==> src/rtl/mem_pkg.sv <==
// Shared definitions for the MEM stage: memory op encoding, bus size codes,
// FSM state type and small decode helpers.
package mem_pkg;

  localparam logic [3:0] MOP_NONE  = 4'd0;
  localparam logic [3:0] MOP_LD_B  = 4'd1;
  localparam logic [3:0] MOP_LD_H  = 4'd2;
  localparam logic [3:0] MOP_LD_W  = 4'd3;
  localparam logic [3:0] MOP_LD_BU = 4'd4;
  localparam logic [3:0] MOP_LD_HU = 4'd5;
  localparam logic [3:0] MOP_ST_B  = 4'd6;
  localparam logic [3:0] MOP_ST_H  = 4'd7;
  localparam logic [3:0] MOP_ST_W  = 4'd8;

  localparam logic [1:0] SIZE_B = 2'd0;
  localparam logic [1:0] SIZE_H = 2'd1;
  localparam logic [1:0] SIZE_W = 2'd2;

  typedef enum logic [2:0] {
    S_IDLE,
    S_REQ,
    S_WAIT,
    S_DONE,
    S_KREQ
  } state_t;

  function automatic logic is_load(input logic [3:0] op);
    return (op == MOP_LD_B) || (op == MOP_LD_H) || (op == MOP_LD_W) ||
           (op == MOP_LD_BU) || (op == MOP_LD_HU);
  endfunction

  function automatic logic is_store(input logic [3:0] op);
    return (op == MOP_ST_B) || (op == MOP_ST_H) || (op == MOP_ST_W);
  endfunction

  function automatic logic [1:0] op_size(input logic [3:0] op);
    logic [1:0] size;
    case (op)
      MOP_LD_H, MOP_LD_HU, MOP_ST_H: size = SIZE_H;
      MOP_LD_W, MOP_ST_W:            size = SIZE_W;
      default:                       size = SIZE_B;
    endcase
    return size;
  endfunction

  function automatic logic misaligned(input logic [3:0] op, input logic [1:0] lo);
    logic ale;
    case (op)
      MOP_LD_H, MOP_LD_HU, MOP_ST_H: ale = lo[0];
      MOP_LD_W, MOP_ST_W:            ale = (lo != 2'b00);
      default:                       ale = 1'b0;
    endcase
    return ale;
  endfunction

endpackage

==> src/rtl/mem_align.sv <==
// Combinational lane logic: load byte/half extract with sign/zero extension,
// store byte strobes and lane replication.
module mem_align
  import mem_pkg::*;
(
  input  logic [3:0]  i_op,
  input  logic [1:0]  i_addr_lo,
  input  logic [31:0] i_wdata,
  input  logic [31:0] i_rdata,
  output logic [3:0]  o_wstrb,
  output logic [31:0] o_wdata,
  output logic [31:0] o_rdata
);

  logic [7:0]  w_byte;
  logic [15:0] w_half;

  always_comb begin
    w_byte = i_rdata[7:0];
    case (i_addr_lo)
      2'd0:    w_byte = i_rdata[7:0];
      2'd1:    w_byte = i_rdata[15:8];
      2'd2:    w_byte = i_rdata[23:16];
      default: w_byte = i_rdata[31:24];
    endcase
    w_half = i_addr_lo[1] ? i_rdata[31:16] : i_rdata[15:0];
  end

  always_comb begin
    o_rdata = i_rdata;
    case (i_op)
      MOP_LD_B:  o_rdata = {{24{w_byte[7]}}, w_byte};
      MOP_LD_BU: o_rdata = {24'd0, w_byte};
      MOP_LD_H:  o_rdata = {{16{w_half[15]}}, w_half};
      MOP_LD_HU: o_rdata = {16'd0, w_half};
      default:   o_rdata = i_rdata;
    endcase
  end

  always_comb begin
    o_wstrb = 4'b0000;
    o_wdata = i_wdata;
    case (i_op)
      MOP_ST_B: begin
        o_wstrb = 4'b0001 << i_addr_lo;
        o_wdata = {4{i_wdata[7:0]}};
      end
      MOP_ST_H: begin
        o_wstrb = i_addr_lo[1] ? 4'b1100 : 4'b0011;
        o_wdata = {2{i_wdata[15:0]}};
      end
      MOP_ST_W: begin
        o_wstrb = 4'b1111;
        o_wdata = i_wdata;
      end
      default: begin
        o_wstrb = 4'b0000;
        o_wdata = i_wdata;
      end
    endcase
  end

endmodule

==> src/rtl/mem_stage_sram.sv <==
// MEM pipeline stage on a split-handshake SRAM bus: one access per instruction,
// load alignment, ALE detection, and flush with cancelled-response tracking.
module mem_stage_sram
  import mem_pkg::*;
#(
  parameter int ADDR_W = 32,
  parameter int PASS_W = 70,
  parameter int CNT_W  = 2
) (
  input  logic              clk,
  input  logic              resetn,
  input  logic              in_valid,
  output logic              in_allowin,
  input  logic [3:0]        in_op,
  input  logic [ADDR_W-1:0] in_addr,
  input  logic [31:0]       in_wdata,
  input  logic [PASS_W-1:0] in_pass,
  input  logic              flush,
  output logic              data_req,
  output logic              data_wr,
  output logic [1:0]        data_size,
  output logic [ADDR_W-1:0] data_addr,
  output logic [3:0]        data_wstrb,
  output logic [31:0]       data_wdata,
  input  logic              data_addr_ok,
  input  logic              data_data_ok,
  input  logic [31:0]       data_rdata,
  output logic              out_valid,
  input  logic              out_ready,
  output logic [PASS_W-1:0] out_pass,
  output logic [31:0]       out_result,
  output logic              out_ale,
  output logic [ADDR_W-1:0] out_badv,
  output logic              fwd_busy
);

  localparam logic [CNT_W-1:0] CNT_MAX  = {CNT_W{1'b1}};
  localparam logic [CNT_W-1:0] CNT_ZERO = {CNT_W{1'b0}};
  localparam logic [CNT_W-1:0] CNT_ONE  = {{(CNT_W-1){1'b0}}, 1'b1};

  state_t            r_state;
  state_t            w_state_next;
  logic [CNT_W-1:0]  r_cnt;
  logic [CNT_W-1:0]  w_cnt_next;
  logic [3:0]        r_op;
  logic [ADDR_W-1:0] r_addr;
  logic [31:0]       r_data;
  logic [PASS_W-1:0] r_pass;

  logic        w_accept;
  logic        w_ale;
  logic        w_mem;
  logic        w_load;
  logic        w_cnt_inc;
  logic        w_cnt_dec;
  logic        w_take_rdata;
  logic [31:0] w_load_data;
  logic [3:0]  w_wstrb;
  logic [31:0] w_wdata_rep;

  assign w_ale  = misaligned(r_op, r_addr[1:0]);
  assign w_load = is_load(r_op);
  assign w_mem  = (is_load(r_op) | is_store(r_op)) & ~w_ale;

  assign in_allowin = ((r_state == S_IDLE) | ((r_state == S_DONE) & out_ready)) &
                      (r_cnt != CNT_MAX);
  assign w_accept   = in_valid & in_allowin & ~flush;

  // Responses arrive in order, so any data_ok while cancelled requests are
  // outstanding belongs to the oldest cancelled one.
  assign w_cnt_dec = data_data_ok & (r_cnt != CNT_ZERO);

  always_comb begin
    w_state_next = r_state;
    w_cnt_inc    = 1'b0;
    w_take_rdata = 1'b0;
    case (r_state)
      S_IDLE: begin
        if (w_accept) w_state_next = S_REQ;
      end
      S_REQ: begin
        if (flush) begin
          if (w_mem && data_addr_ok) begin
            w_state_next = S_IDLE;
            w_cnt_inc    = 1'b1;
          end else if (w_mem) begin
            w_state_next = S_KREQ;
          end else begin
            w_state_next = S_IDLE;
          end
        end else if (!w_mem) begin
          w_state_next = S_DONE;
        end else if (data_addr_ok) begin
          w_state_next = S_WAIT;
        end
      end
      S_WAIT: begin
        if (flush) begin
          w_state_next = S_IDLE;
          // Our own response arriving with the flush retires it on the spot.
          w_cnt_inc    = ~(data_data_ok & (r_cnt == CNT_ZERO));
        end else if (data_data_ok && (r_cnt == CNT_ZERO)) begin
          w_state_next = S_DONE;
          w_take_rdata = 1'b1;
        end
      end
      S_KREQ: begin
        if (data_addr_ok) begin
          w_state_next = S_IDLE;
          w_cnt_inc    = 1'b1;
        end
      end
      S_DONE: begin
        if (flush)          w_state_next = S_IDLE;
        else if (out_ready) w_state_next = w_accept ? S_REQ : S_IDLE;
      end
      default: w_state_next = S_IDLE;
    endcase
  end

  always_comb begin
    w_cnt_next = r_cnt;
    if (w_cnt_inc && !w_cnt_dec && (r_cnt != CNT_MAX)) w_cnt_next = r_cnt + CNT_ONE;
    else if (!w_cnt_inc && w_cnt_dec)                  w_cnt_next = r_cnt - CNT_ONE;
  end

  always_ff @(posedge clk or negedge resetn) begin
    if (!resetn) begin
      r_state <= S_IDLE;
      r_cnt   <= CNT_ZERO;
      r_op    <= MOP_NONE;
      r_addr  <= '0;
      r_data  <= '0;
      r_pass  <= '0;
    end else begin
      r_state <= w_state_next;
      r_cnt   <= w_cnt_next;
      if (w_accept) begin
        r_op   <= in_op;
        r_addr <= in_addr;
        r_data <= in_wdata;
        r_pass <= in_pass;
      end else if (w_take_rdata && w_load) begin
        r_data <= w_load_data;
      end
    end
  end

  mem_align u_align (
    .i_op      (r_op),
    .i_addr_lo (r_addr[1:0]),
    .i_wdata   (r_data),
    .i_rdata   (data_rdata),
    .o_wstrb   (w_wstrb),
    .o_wdata   (w_wdata_rep),
    .o_rdata   (w_load_data)
  );

  // KREQ keeps the request up with unchanged fields until the bus takes it.
  assign data_req   = ((r_state == S_REQ) & w_mem) | (r_state == S_KREQ);
  assign data_wr    = data_req & is_store(r_op);
  assign data_size  = op_size(r_op);
  assign data_addr  = r_addr;
  assign data_wstrb = w_wstrb;
  assign data_wdata = w_wdata_rep;

  assign out_valid  = (r_state == S_DONE);
  assign out_result = r_data;
  assign out_pass   = r_pass;
  assign out_ale    = out_valid & w_ale;
  assign out_badv   = r_addr;
  assign fwd_busy   = w_load & ((r_state == S_REQ) | (r_state == S_WAIT));

endmodule
==> config.mk <==
export PLATFORM = sky130hd
export DESIGN_NAME = mem_stage_sram
export DESIGN_NICKNAME = d
export VERILOG_FILES = /design/src/rtl/mem_pkg.sv /design/src/rtl/mem_align.sv /design/src/rtl/mem_stage_sram.sv
export SDC_FILE = /design/constraint.sdc
export NUM_CORES = 1
export LEC_CHECK = 0
export ABC_AREA = 1
export BUFFER_PORTS_ARGS = -buffer_cell sky130_fd_sc_hd__buf_2
export CAP_MARGIN = 10
export CORE_AREA = 2 2 150 152
export DETAILED_ROUTE_END_ITERATION = 8
export DIE_AREA = 0 0 152 154
export PLACE_DENSITY = 0.64
export SETUP_SLACK_MARGIN = 0.02
export SYNTH_ARGS = -nofsm -noshare
export SYNTH_HDL_FRONTEND = slang
export SYNTH_HIERARCHICAL = 1
export SYNTH_SLANG_ARGS = --single-unit
export TNS_END_PERCENT = 30
==> constraint.sdc <==
create_clock -name clk -period 2.8 [get_ports clk]
set_input_delay 0 -clock clk [delete_from_list [all_inputs] [get_ports clk]]
set_output_delay 0 -clock clk [all_outputs]
set_load 0.02 [all_outputs]
==> flow_metrics.py, run 1 <==
metrics = {
    "floorplanning": {
        "top_level_ports": 387,
        "die_h_um": 154,
        "dieWidth_um": 152,
        "core_region_area_sq_um": 21700,
        "effective_utilization_at_floorplan_pct": 37.3,
        "design.die.area_sq_um": 23400,
        "row_count": 54,
    },
    "drt": {
        "routed-via-count": 7994,
        "drt_iter0_drc": 577,
        "drtPass1Iterations": 5,
        "post_drt_wl_per_cell_um": 17.8,
        "drt_drc_violations_left": 0,
        "routed_via_density": 4.92,
        "routed_wl_um": 29000,
        "ant_nets": 0,
    },
    "clock_tree": {
        "cts.sinks": 143,
        "cts.root.buffer_cell": "sky130_fd_sc_hd__clkbuf_16",
        "ctsResizeCount": 0,
        "clock_latency_ns": 0.41,
        "cts_tree": "built",
        "clkTransAtPathRegs_ns": 0.06,
        "clockBufferDepth": 2,
        "cts-buffers-inserted": 17,
        "cts-htree-levels": 4,
        "post-cts-setup-buffers": 0,
    },
    "synthesis": {
        "synthesis.nets": 1030,
        "async_reset_ff_share_pct": 100,
        "synth_largest_type_area_fraction_pct": 44.2,
        "post_synth_and_or_nand_nor_area_fraction_pct": 24.5,
        "synth_top_family_by_area": "simple AND/OR/NAND/NOR gates",
        "synthDominantAreaCellType": "sky130_fd_sc_hd__dfrtp_1",
        "post_synth_instance_area_sq_um": 8100,
        "synth-xor-area-share_pct": 0,
        "yosys_warnings": 6,
        "ys.flop_type": "sky130_fd_sc_hd__dfrtp_1",
        "ys_seq_area_share_pct": 44.2,
        "synth-edff-count": 0,
        "synth_area_leaders": "sky130_fd_sc_hd__dfrtp_1 44%, sky130_fd_sc_hd__mux2_4 15%, sky130_fd_sc_hd__nand2_1 9.9%",
        "synth.avg_cell_area_sq_um": 9.50,
        "synth.area.mux_share_pct": 18.0,
        "synthMostInstantiatedCell": "sky130_fd_sc_hd__nand2_1",
        "synth_fa_ha_area_share_pct": 0,
        "area_fraction_in_compound_gates_after_synthesis_pct": 3.35,
        "ys_ff_latch": 143,
        "syn-instance-count": 853,
        "synth.lib_cells_used.distinct": 33,
        "top_cells_by_instance_count_after_synthesis": "213 x sky130_fd_sc_hd__nand2_1, 143 x sky130_fd_sc_hd__dfrtp_1, 114 x sky130_fd_sc_hd__nand3_1",
    },
    "global_route": {
        "global_route.overflow_total": 0,
        "overall_routing_resource_usage_pct": 24.0,
        "grt_antenna_before_repair": 1,
        "grt_pass1_vias": 7858,
        "grt_first_pass_wirelength_um": 44900,
        "grt_start_max_net_pins": 68,
    },
    "setup_path": {
        "timing.critical_path.arrival_ns": 2.28,
        "reg2reg_from": "data_addr[0]$_DFFE_PN0P_",
        "ff2ff_setup_slack_ns": 0.56,
        "worst-endpoint-required_ns": 2.80,
        "worst_setup_start_kind": "flop",
        "timing.setup.critical_path_class": "flop to output port",
        "timing.reg2reg.worst_path_depth": 9,
        "cp_max_fo": 17,
        "critical_path.reg2reg.endpoint": "r_state[2]$_DFFE_PN0P_",
        "crit_path_end_kind": "output port",
    },
    "hold_path": {
        "min_delay_src": "data_rdata[11]",
        "hold_path_class": "primary input to flop",
        "min_path_cells": 5,
        "hold_path_end": "out_result[11]$_DFFE_PN0P_",
    },
    "place": {
        "preCtsSetupSlack_ns": 0.638,
        "gp_congestion": 0.967,
        "placed_cells": 1450,
        "dpl.hpwl_um": 20800,
        "port-buffer-count": 386,
    },
    "layout": {
        "synthToLayoutAreaGrowth_pct": 47.7,
        "final-instance-count-excl-fill": 1626,
        "share_of_post_route_cells_with_drive_strength_above_1_pct": 42.9,
        "fin_nets": 1509,
        "layout.filler_cells": 1919,
    },
    "power_and_ir_drop": {
        "leakagePower_nw": 6.48,
        "power-per-cell-area_nw_per_um2": 1190,
        "maximum_resistive_drop_on_vdd_v": 0.000546,
    },
    "timing": {
        "tightest_slew_ns": 0.684,
        "rsz0062_at_grt": "no",
        "timing.fmax_mhz": 438,
        "worst_clock_skew_ns": 0.00921,
        "finalHoldViolations": 0,
        "timing.final.max_slew_violations": 0,
        "finalCriticalPeriod_ns": 2.28,
        "layout_worst_path_cycle_share_pct": 81.6,
        "finalSetupViolations": 0,
        "relSlewSlack_pct": 54.3,
        "timing.final.ws_setup_ns": 0.517,
        "setup_tns_ns": 0,
    },
    "outcome": {
        "outcome": "completed",
    },
    "run": {
        "max_cap_violations": 0,
    },
}
[logic make-up after synthesis]
family,after synthesis
simple gates,424
flops,143
buf+inv,136
mux,102
compound gates,48
[layout by cell type (no fill, tap or decap), types with 14 or more instances in the layout]
cell                              n
sky130_fd_sc_hd__buf_2          385
sky130_fd_sc_hd__nand2_1        213
sky130_fd_sc_hd__dfrtp_1        143
sky130_fd_sc_hd__dlygate4sd3_1  143
sky130_fd_sc_hd__nand3_1        114
sky130_fd_sc_hd__mux2_4          82
sky130_fd_sc_hd__inv_1           43
sky130_fd_sc_hd__nand4_1         34
sky130_fd_sc_hd__nor2_1          28
sky130_fd_sc_hd__o21ai_0         21
sky130_fd_sc_hd__mux2_2          20
sky130_fd_sc_hd__clkbuf_16       17
sky130_fd_sc_hd__buf_4           14
[sequential cells by signal, summed over array words and instances (netlist names)]
name,flops
out_pass,70
data_addr,32
out_result,32
r_op,4
r_state,3
r_cnt,2
[layout make-up]
cell class / instances / area, sq um / area share, %
multi-input cells: 574 / 3730 / 31.2
well taps: 280 / 350 / 2.93
clock buffers: 17 / 425 / 3.56
inverters: 51 / 191 / 1.60
repair buffers: 545 / 3510 / 29.4
diodes: 1 / 2.50 / 0.0209
flip-flops and latches: 143 / 3580 / 29.9
clock inverters: 15 / 170 / 1.42
[timing repair]
| item | CTS | global route |
|---|---|---|
| endpoints found under the hold margin | 194 | 0 |
| hold buffers | 143 | 0 |
| endpoints found under the setup margin | 0 | 0 |
[report_power, final]
group          leakage, nW  switching, mW  internal, mW  total [mW]
registers             1.71          0.885          3.10        3.98
logic                 4.49           4.93          3.08        8.02
clock network        0.287           1.01          1.27        2.28
[worst max-delay path, stage by stage, from the launching register on]
cell	delay, ns
sky130_fd_sc_hd__dfrtp_1	0.61
sky130_fd_sc_hd__or2_2	0.39
sky130_fd_sc_hd__nand2_1	0.10
sky130_fd_sc_hd__nand2_1	0.06
sky130_fd_sc_hd__inv_1	0.06
sky130_fd_sc_hd__nand2_1	0.07
sky130_fd_sc_hd__or2_2	0.29
sky130_fd_sc_hd__a21oi_1	0.12
sky130_fd_sc_hd__buf_2	0.18
[metal layers]
metal	part of all wire, %	global-route usage [%]	wire (um)	up-vias
met5	0	0	0	-
li1	-	-	-	3778
met4	3.8	10.1	1090	0
met2	47	37.9	13700	396
met3	7.0	6.26	2030	75
met1	42	31.5	12200	3745
[worst max path at each step]
stage                                   startpoint                          to  slack, ns  cells past startpoint
final                     data_addr[0]$_DFFE_PN0P_                     data_wr       0.52                      8
after global routing           r_op[0]$_DFFE_PN0P_  out_result[28]$_DFFE_PN0P_       0.29                     10
after CTS                 data_addr[0]$_DFFE_PN0P_                     data_wr       0.49                      8
after detailed placement       r_op[0]$_DFFE_PN0P_  out_result[30]$_DFFE_PN0P_       0.64                     10
after global placement         r_op[0]$_DFFE_PN0P_  out_result[26]$_DFFE_PN0P_       0.65                     10
after floorplan           data_addr[1]$_DFFE_PN0P_                     data_wr       1.05                      7
[stage by stage]
stage	util [%]	power (mW)	cell area [sq um]	hold WS [ns]
after floorplan	-	9.52	8100	-0.296
after global placement	45.8	11.7	9940	-0.00261
after detailed placement	45.8	11.8	9940	-0.00300
after CTS	55.2	14.3	12000	0.00201
after global routing	55.2	15.1	12000	0.0188
final	55.2	14.3	12000	0.0308
No activity file was read; power rests on OpenSTA's default activity.
==> run 2: changes to the inputs <==
- CORE_AREA: 2 2 150 152 -> 2 2 149 151
- DIE_AREA: 0 0 152 154 -> 0 0 151 153
- PLACE_DENSITY: 0.64 -> 0.67
- clock period: 2.8 -> 2.1 ns (I/O delays scaled with it)
==> flow_metrics.py, run 2 (synthesized netlist as in run 1, its figures left out) <==
metrics = {
    "place": {
        "placed_cells": 1456,
        "place_area_sq_um": 10000,
        "gp_congestion": 0.923,
        "preCtsSetupSlack_ns": 0.237,
        "dpl.hpwl_um": 20200,
        "port-buffer-count": 386,
    },
    "power_and_ir_drop": {
        "power-per-cell-area_nw_per_um2": 1600,
        "maximum_resistive_drop_on_vdd_v": 0.000790,
        "leakagePower_nw": 6.56,
    },
    "timing": {
        "timing.fmax_mhz": 498,
        "tightest_slew_ns": 0.534,
        "relSlewSlack_pct": 64.4,
        "timing.final.ws_setup_ns": 0.0917,
        "layout_worst_path_cycle_share_pct": 95.6,
        "setup_tns_ns": 0,
        "finalSetupViolations": 0,
        "worst_clock_skew_ns": 0.0132,
        "timing.final.max_slew_violations": 0,
        "finalHoldViolations": 0,
        "finalCriticalPeriod_ns": 2.01,
        "rsz0062_at_grt": "yes",
    },
    "global_route": {
        "grt_start_max_net_pins": 55,
        "grt_first_pass_wirelength_um": 44200,
        "grt_antenna_before_repair": 2,
        "grt_pass1_vias": 7929,
        "overall_routing_resource_usage_pct": 24.5,
        "global_route.overflow_total": 0,
    },
    "drt": {
        "drt_iter0_drc": 576,
        "drtPass1Iterations": 6,
        "ant_nets": 0,
        "routed_via_density": 4.95,
        "routed_wl_um": 29100,
        "routed-via-count": 8123,
        "post_drt_wl_per_cell_um": 17.7,
        "drt_drc_violations_left": 0,
    },
    "setup_path": {
        "worst_setup_start_kind": "flop",
        "endpoint": "out_result[9]$_DFFE_PN0P_",
        "critical_path.reg2reg.endpoint": "out_result[9]$_DFFE_PN0P_",
        "startpoint": "r_op[3]$_DFFE_PN0P_",
        "crit_path_end_kind": "flop",
        "timing.reg2reg.worst_path_depth": 7,
        "reg2reg_from": "r_op[3]$_DFFE_PN0P_",
        "ff2ff_setup_slack_ns": 0.09,
        "timing.critical_path.arrival_ns": 2.35,
        "timing.setup.critical_path_class": "flop to flop",
        "worst-endpoint-required_ns": 2.44,
        "cp_max_fo": 24,
    },
    "clock_tree": {
        "cts_tree": "built",
        "cts-htree-levels": 4,
        "cts.root.buffer_cell": "sky130_fd_sc_hd__clkbuf_16",
        "clkTransAtPathRegs_ns": 0.07,
        "clock_latency_ns": 0.42,
        "cts-buffers-inserted": 17,
        "cts.sinks": 143,
        "clockBufferDepth": 2,
    },
    "floorplanning": {
        "top_level_ports": 387,
        "design.die.area_sq_um": 23100,
        "core_region_area_sq_um": 21500,
        "die_h_um": 153,
        "row_count": 54,
        "dieWidth_um": 151,
        "effective_utilization_at_floorplan_pct": 37.7,
    },
    "layout": {
        "final-instance-count-excl-fill": 1640,
        "fin_nets": 1522,
        "layout_common_cells": "384 x sky130_fd_sc_hd__buf_2, 213 x sky130_fd_sc_hd__nand2_1, 144 x sky130_fd_sc_hd__dlygate4sd3_1, 137 x sky130_fd_sc_hd__dfrtp_1, 114 x sky130_fd_sc_hd__nand3_1",
        "final_design_area_no_fill_sq_um": 12200,
        "share_of_post_route_cells_with_drive_strength_above_1_pct": 44.2,
        "largest_reg_flops": 70,
        "most_common_cell_after_layout_fill_and_taps_aside": "sky130_fd_sc_hd__buf_2",
        "synthToLayoutAreaGrowth_pct": 50.1,
    },
    "hold_path": {
        "hold_path_class": "primary input to flop",
    },
    "run": {
        "max_cap_violations": 0,
    },
    "outcome": {
        "outcome": "completed",
    },
}
## run 2: changes by cell type in the layout (fill, tap and decap cells not counted), moves of 3 or more
cell / change
sky130_fd_sc_hd__dfrtp_2: +6
sky130_fd_sc_hd__buf_12: +3
sky130_fd_sc_hd__buf_4: +9
sky130_fd_sc_hd__dfrtp_1: -6
sky130_fd_sc_hd__inv_6: +3
## run 2: area by class of cell
| cell class | instances | area [sq um] |
|---|---|---|
| antenna | 2 | 5.00 |
| clock buffer | 17 | 425 |
| clock inverter | 15 | 186 |
| fill | 1877 | 9330 |
| inverter | 51 | 196 |
| multi-input combinational | 574 | 3750 |
| sequential | 143 | 3590 |
| tap | 280 | 350 |
| timing repair buffer | 558 | 3660 |
## run 2: power by group
part           leakage, nW  internal [mW]  switching [mW]
Combinational         4.57           4.31            6.71
Sequential            1.70           4.14            1.11
Clock                0.294           1.81            1.34
Total                 6.56           10.3            9.17
## run 2: worst min-delay path by stage
stage	from	to	slack, ns	cells after the start
floorplan	resetn	data_addr[0]$_DFFE_PN0P_	-0.30	0
global placement	resetn	out_pass[50]$_DFFE_PN0P_	-0.02	1
detailed placement	resetn	data_addr[31]$_DFFE_PN0P_	-0.009	1
CTS	data_rdata[11]	out_result[11]$_DFFE_PN0P_	0.0003	5
global route	data_rdata[6]	out_result[6]$_DFFE_PN0P_	0.03	5
finish	data_rdata[11]	out_result[11]$_DFFE_PN0P_	0.02	5
## run 2: worst max-delay path, stage by stage, from the launching register on
cell and delay (ns):
sky130_fd_sc_hd__dfrtp_2 0.45, sky130_fd_sc_hd__buf_4 0.16, sky130_fd_sc_hd__nor2_1 0.23, sky130_fd_sc_hd__nand2_1 0.13
sky130_fd_sc_hd__nand3b_4 0.39, sky130_fd_sc_hd__nand3_1 0.26, sky130_fd_sc_hd__nand4_1 0.18, sky130_fd_sc_hd__nand3_1 0.13
## run 2: what timing repair did
action | CTS | global route
buffers inserted | 2 | 4
endpoints found under the setup margin | 2 | 17
pin swaps | 0 | 1
gates cloned | 0 | 0
resized for setup | 6 | 12
endpoints found under the hold margin | 281 | 0
hold buffers | 144 | 0
## run 2: through the flow
stage | power [mW] | utilization, % | hold slack, ns
2_1_floorplan | 12.7 | - | -0.296
3_3_place_gp | 15.6 | 46.6 | -0.0173
3_5_place_dp | 15.7 | 46.6 | -0.00895
4_1_cts | 19.2 | 56.3 | 0.000343
5_1_grt | 20.6 | 56.6 | 0.0295
6_report | 19.4 | 56.6 | 0.0198
## run 2: per-layer routing
metal	vias up	routed length [um]	part of all wire, %	global-route usage [%]
met5	-	0	0	0
met4	0	777	2.7	8.41
met3	54	2180	7.5	4.66
met2	416	14300	49	40.8
met1	3838	11800	41	31.9
li1	3815	-	-	-
==> run 3: changes to the inputs <==
- CORE_AREA: 2 2 149 151 -> 5 5 148 150
- DIE_AREA: 0 0 151 153 -> 0 0 153 155
- PLACE_DENSITY: 0.67 -> 0.69
==> flow_metrics.py, run 3 (synthesized netlist as in run 1, its figures left out) <==
metrics = {
    "timing": {
        "finalCriticalPeriod_ns": 2.01,
        "timing.final.max_slew_violations": 0,
        "timing.final.ws_setup_ns": 0.0903,
        "layout_worst_path_cycle_share_pct": 95.7,
        "timing.fmax_mhz": 498,
        "setup_tns_ns": 0,
        "finalHoldViolations": 0,
        "finalSetupViolations": 0,
        "rsz0062_at_grt": "yes",
        "worst_clock_skew_ns": 0.00715,
        "tightest_slew_ns": 0.565,
        "relSlewSlack_pct": 62.3,
    },
    "global_route": {
        "grt_start_max_net_pins": 56,
        "grt_antenna_before_repair": 3,
        "grt_first_pass_wirelength_um": 46900,
        "grt_pass1_vias": 8178,
        "overall_routing_resource_usage_pct": 24.8,
        "global_route.overflow_total": 0,
    },
    "power_and_ir_drop": {
        "report.power.total_mw": 19.7,
        "maximum_resistive_drop_on_vdd_v": 0.000803,
        "power-per-cell-area_nw_per_um2": 1620,
        "leakagePower_nw": 6.58,
    },
    "clock_tree": {
        "cts-htree-levels": 4,
        "clkTransAtPathRegs_ns": 0.07,
        "cts_tree": "built",
        "clock_latency_ns": 0.41,
        "cts-buffers-inserted": 17,
        "cts.root.buffer_cell": "sky130_fd_sc_hd__clkbuf_16",
        "clockBufferDepth": 2,
        "cts.sinks": 143,
    },
    "layout": {
        "layout_common_cells": "384 x sky130_fd_sc_hd__buf_2, 213 x sky130_fd_sc_hd__nand2_1, 145 x sky130_fd_sc_hd__dlygate4sd3_1, 139 x sky130_fd_sc_hd__dfrtp_1, 114 x sky130_fd_sc_hd__nand3_1",
        "ff_latch_area_sq_um": 3580,
        "synthToLayoutAreaGrowth_pct": 50.5,
        "multi_input_comb_area_sq_um": 3770,
        "largest_reg_flops": 70,
        "final-instance-count-excl-fill": 1635,
        "most_common_cell_after_layout_fill_and_taps_aside": "sky130_fd_sc_hd__buf_2",
        "layout.filler_cells": 1750,
        "final_design_area_no_fill_sq_um": 12200,
        "fin_nets": 1521,
        "share_of_post_route_cells_with_drive_strength_above_1_pct": 43.8,
    },
    "setup_path": {
        "timing.setup.critical_path_class": "flop to output port",
        "worst_setup_start_kind": "flop",
        "timing.critical_path.slowest_cell_delay_ns": 0.43,
        "timing.critical_path.arrival_ns": 2.01,
        "cp_cell_instances": "buf_4 -> inv_2 -> nor2_4 -> buf_4 -> inv_2 -> nand2_1 -> o211ai_1 -> buf_2",
        "critical_path.reg2reg.endpoint": "out_result[31]$_DFFE_PN0P_",
        "cp_max_fo": 16,
        "startpoint": "r_op[1]$_DFFE_PN0P_",
        "timing.reg2reg.worst_path_depth": 6,
        "worstSetupPathDepth": 8,
        "ff2ff_setup_slack_ns": 0.10,
        "worst-endpoint-required_ns": 2.10,
        "timing.critical_path.slowest_stage_cell": "sky130_fd_sc_hd__dfrtp_2",
        "reg2reg_from": "r_op[3]$_DFFE_PN0P_",
        "endpoint": "data_wdata[28]",
        "critical_path_buf_inv_count": 5,
        "worst_path_dominant_cell_family": "buffers and inverters",
        "crit_path_end_kind": "output port",
    },
    "floorplanning": {
        "effective_utilization_at_floorplan_pct": 39.4,
        "design.die.area_sq_um": 23700,
        "die_h_um": 155,
        "row_count": 53,
        "core_region_area_sq_um": 20600,
        "top_level_ports": 387,
        "dieWidth_um": 153,
    },
    "drt": {
        "routed_wl_um": 30800,
        "post_drt_wl_per_cell_um": 18.9,
        "drtPass1Iterations": 8,
        "routed-via-count": 8280,
        "routed_via_density": 5.06,
        "ant_nets": 0,
        "drt_drc_violations_left": 0,
        "drt_iter0_drc": 831,
    },
    "place": {
        "placed_cells": 1449,
        "port-buffer-count": 386,
        "gp_congestion": 0.928,
        "place_area_sq_um": 10000,
        "preCtsSetupSlack_ns": 0.265,
        "dpl.hpwl_um": 21200,
    },
    "outcome": {
        "outcome": "completed",
    },
    "run": {
        "max_cap_violations": 0,
    },
    "hold_path": {
        "hold_path_class": "primary input to flop",
    },
}
[run 3: changes by cell type in the layout (fill, tap and decap cells not counted), sizes merged]
cell | previous run | this run
dlygate4sd3 | 144 | 145
bufinv | 2 | 3
nand3b | 1 | 2
clkinvlp | 2 | 1
buf | 414 | 411
diode | 2 | 3
[run 3: report_power, final]
part | internal (mW) | total [mW] | leakage [nW] | switching [mW]
sequential | 4.14 | 5.27 | 1.70 | 1.13
clock | 1.95 | 3.33 | 0.313 | 1.38
combinational | 4.30 | 11.1 | 4.57 | 6.81
[run 3: worst min-delay path by stage]
stage	start	end	slack, ns	cells past startpoint
floorplan	resetn	data_addr[0]$_DFFE_PN0P_	-0.30	0
global placement	resetn	out_pass[16]$_DFFE_PN0P_	0.01	1
detailed placement	resetn	out_pass[53]$_DFFE_PN0P_	0.02	1
CTS	out_ready	r_state[1]$_DFFE_PN0P_	0.002	6
global route	out_ready	r_state[1]$_DFFE_PN0P_	0.03	6
finish	out_ready	r_state[1]$_DFFE_PN0P_	0.02	6
[run 3: metal layers]
metal | share of wire [%] | wire length (um) | track usage [%] | up-vias
met5 | 0 | 0 | 0 | -
met4 | 4.3 | 1320 | 10.9 | 0
met3 | 7.8 | 2420 | 4.98 | 80
met2 | 48 | 14900 | 41.0 | 484
met1 | 39 | 12200 | 31.8 | 3898
li1 | - | - | - | 3818
[run 3: final cells by class]
type	instances	share of cell area, %
well taps	275	2.82
diodes	3	0.0616
multi-input cells	575	30.9
flip-flops and latches	143	29.4
clock inverters	15	1.78
repair buffers	556	30.0
clock buffers	17	3.49
inverters	51	1.57
[run 3: stage by stage]
step | hold WS (ns) | utilization, %
2_1_floorplan | -0.296 | -
3_3_place_gp | 0.0120 | 48.7
3_5_place_dp | 0.0235 | 48.7
4_1_cts | 0.00210 | 59.0
5_1_grt | 0.0297 | 59.3
6_report | 0.0227 | 59.3
[run 3: timing repair]
action                                  4_1_cts  5_1_grt
hold buffers                                145        0
resized for setup                             5        9
buffers inserted                              2        3
pin swaps                                     1        2
hold endpoints to repair                    195        0
endpoints found under the setup margin       13       12
gates cloned                                  0        1
[run 3: worst min-delay path, delay by kind of cell]
family | cells | cell delay (ns)
and+or+nand+nor | 3 | 0.23
buffers and inverters | 3 | 0.16
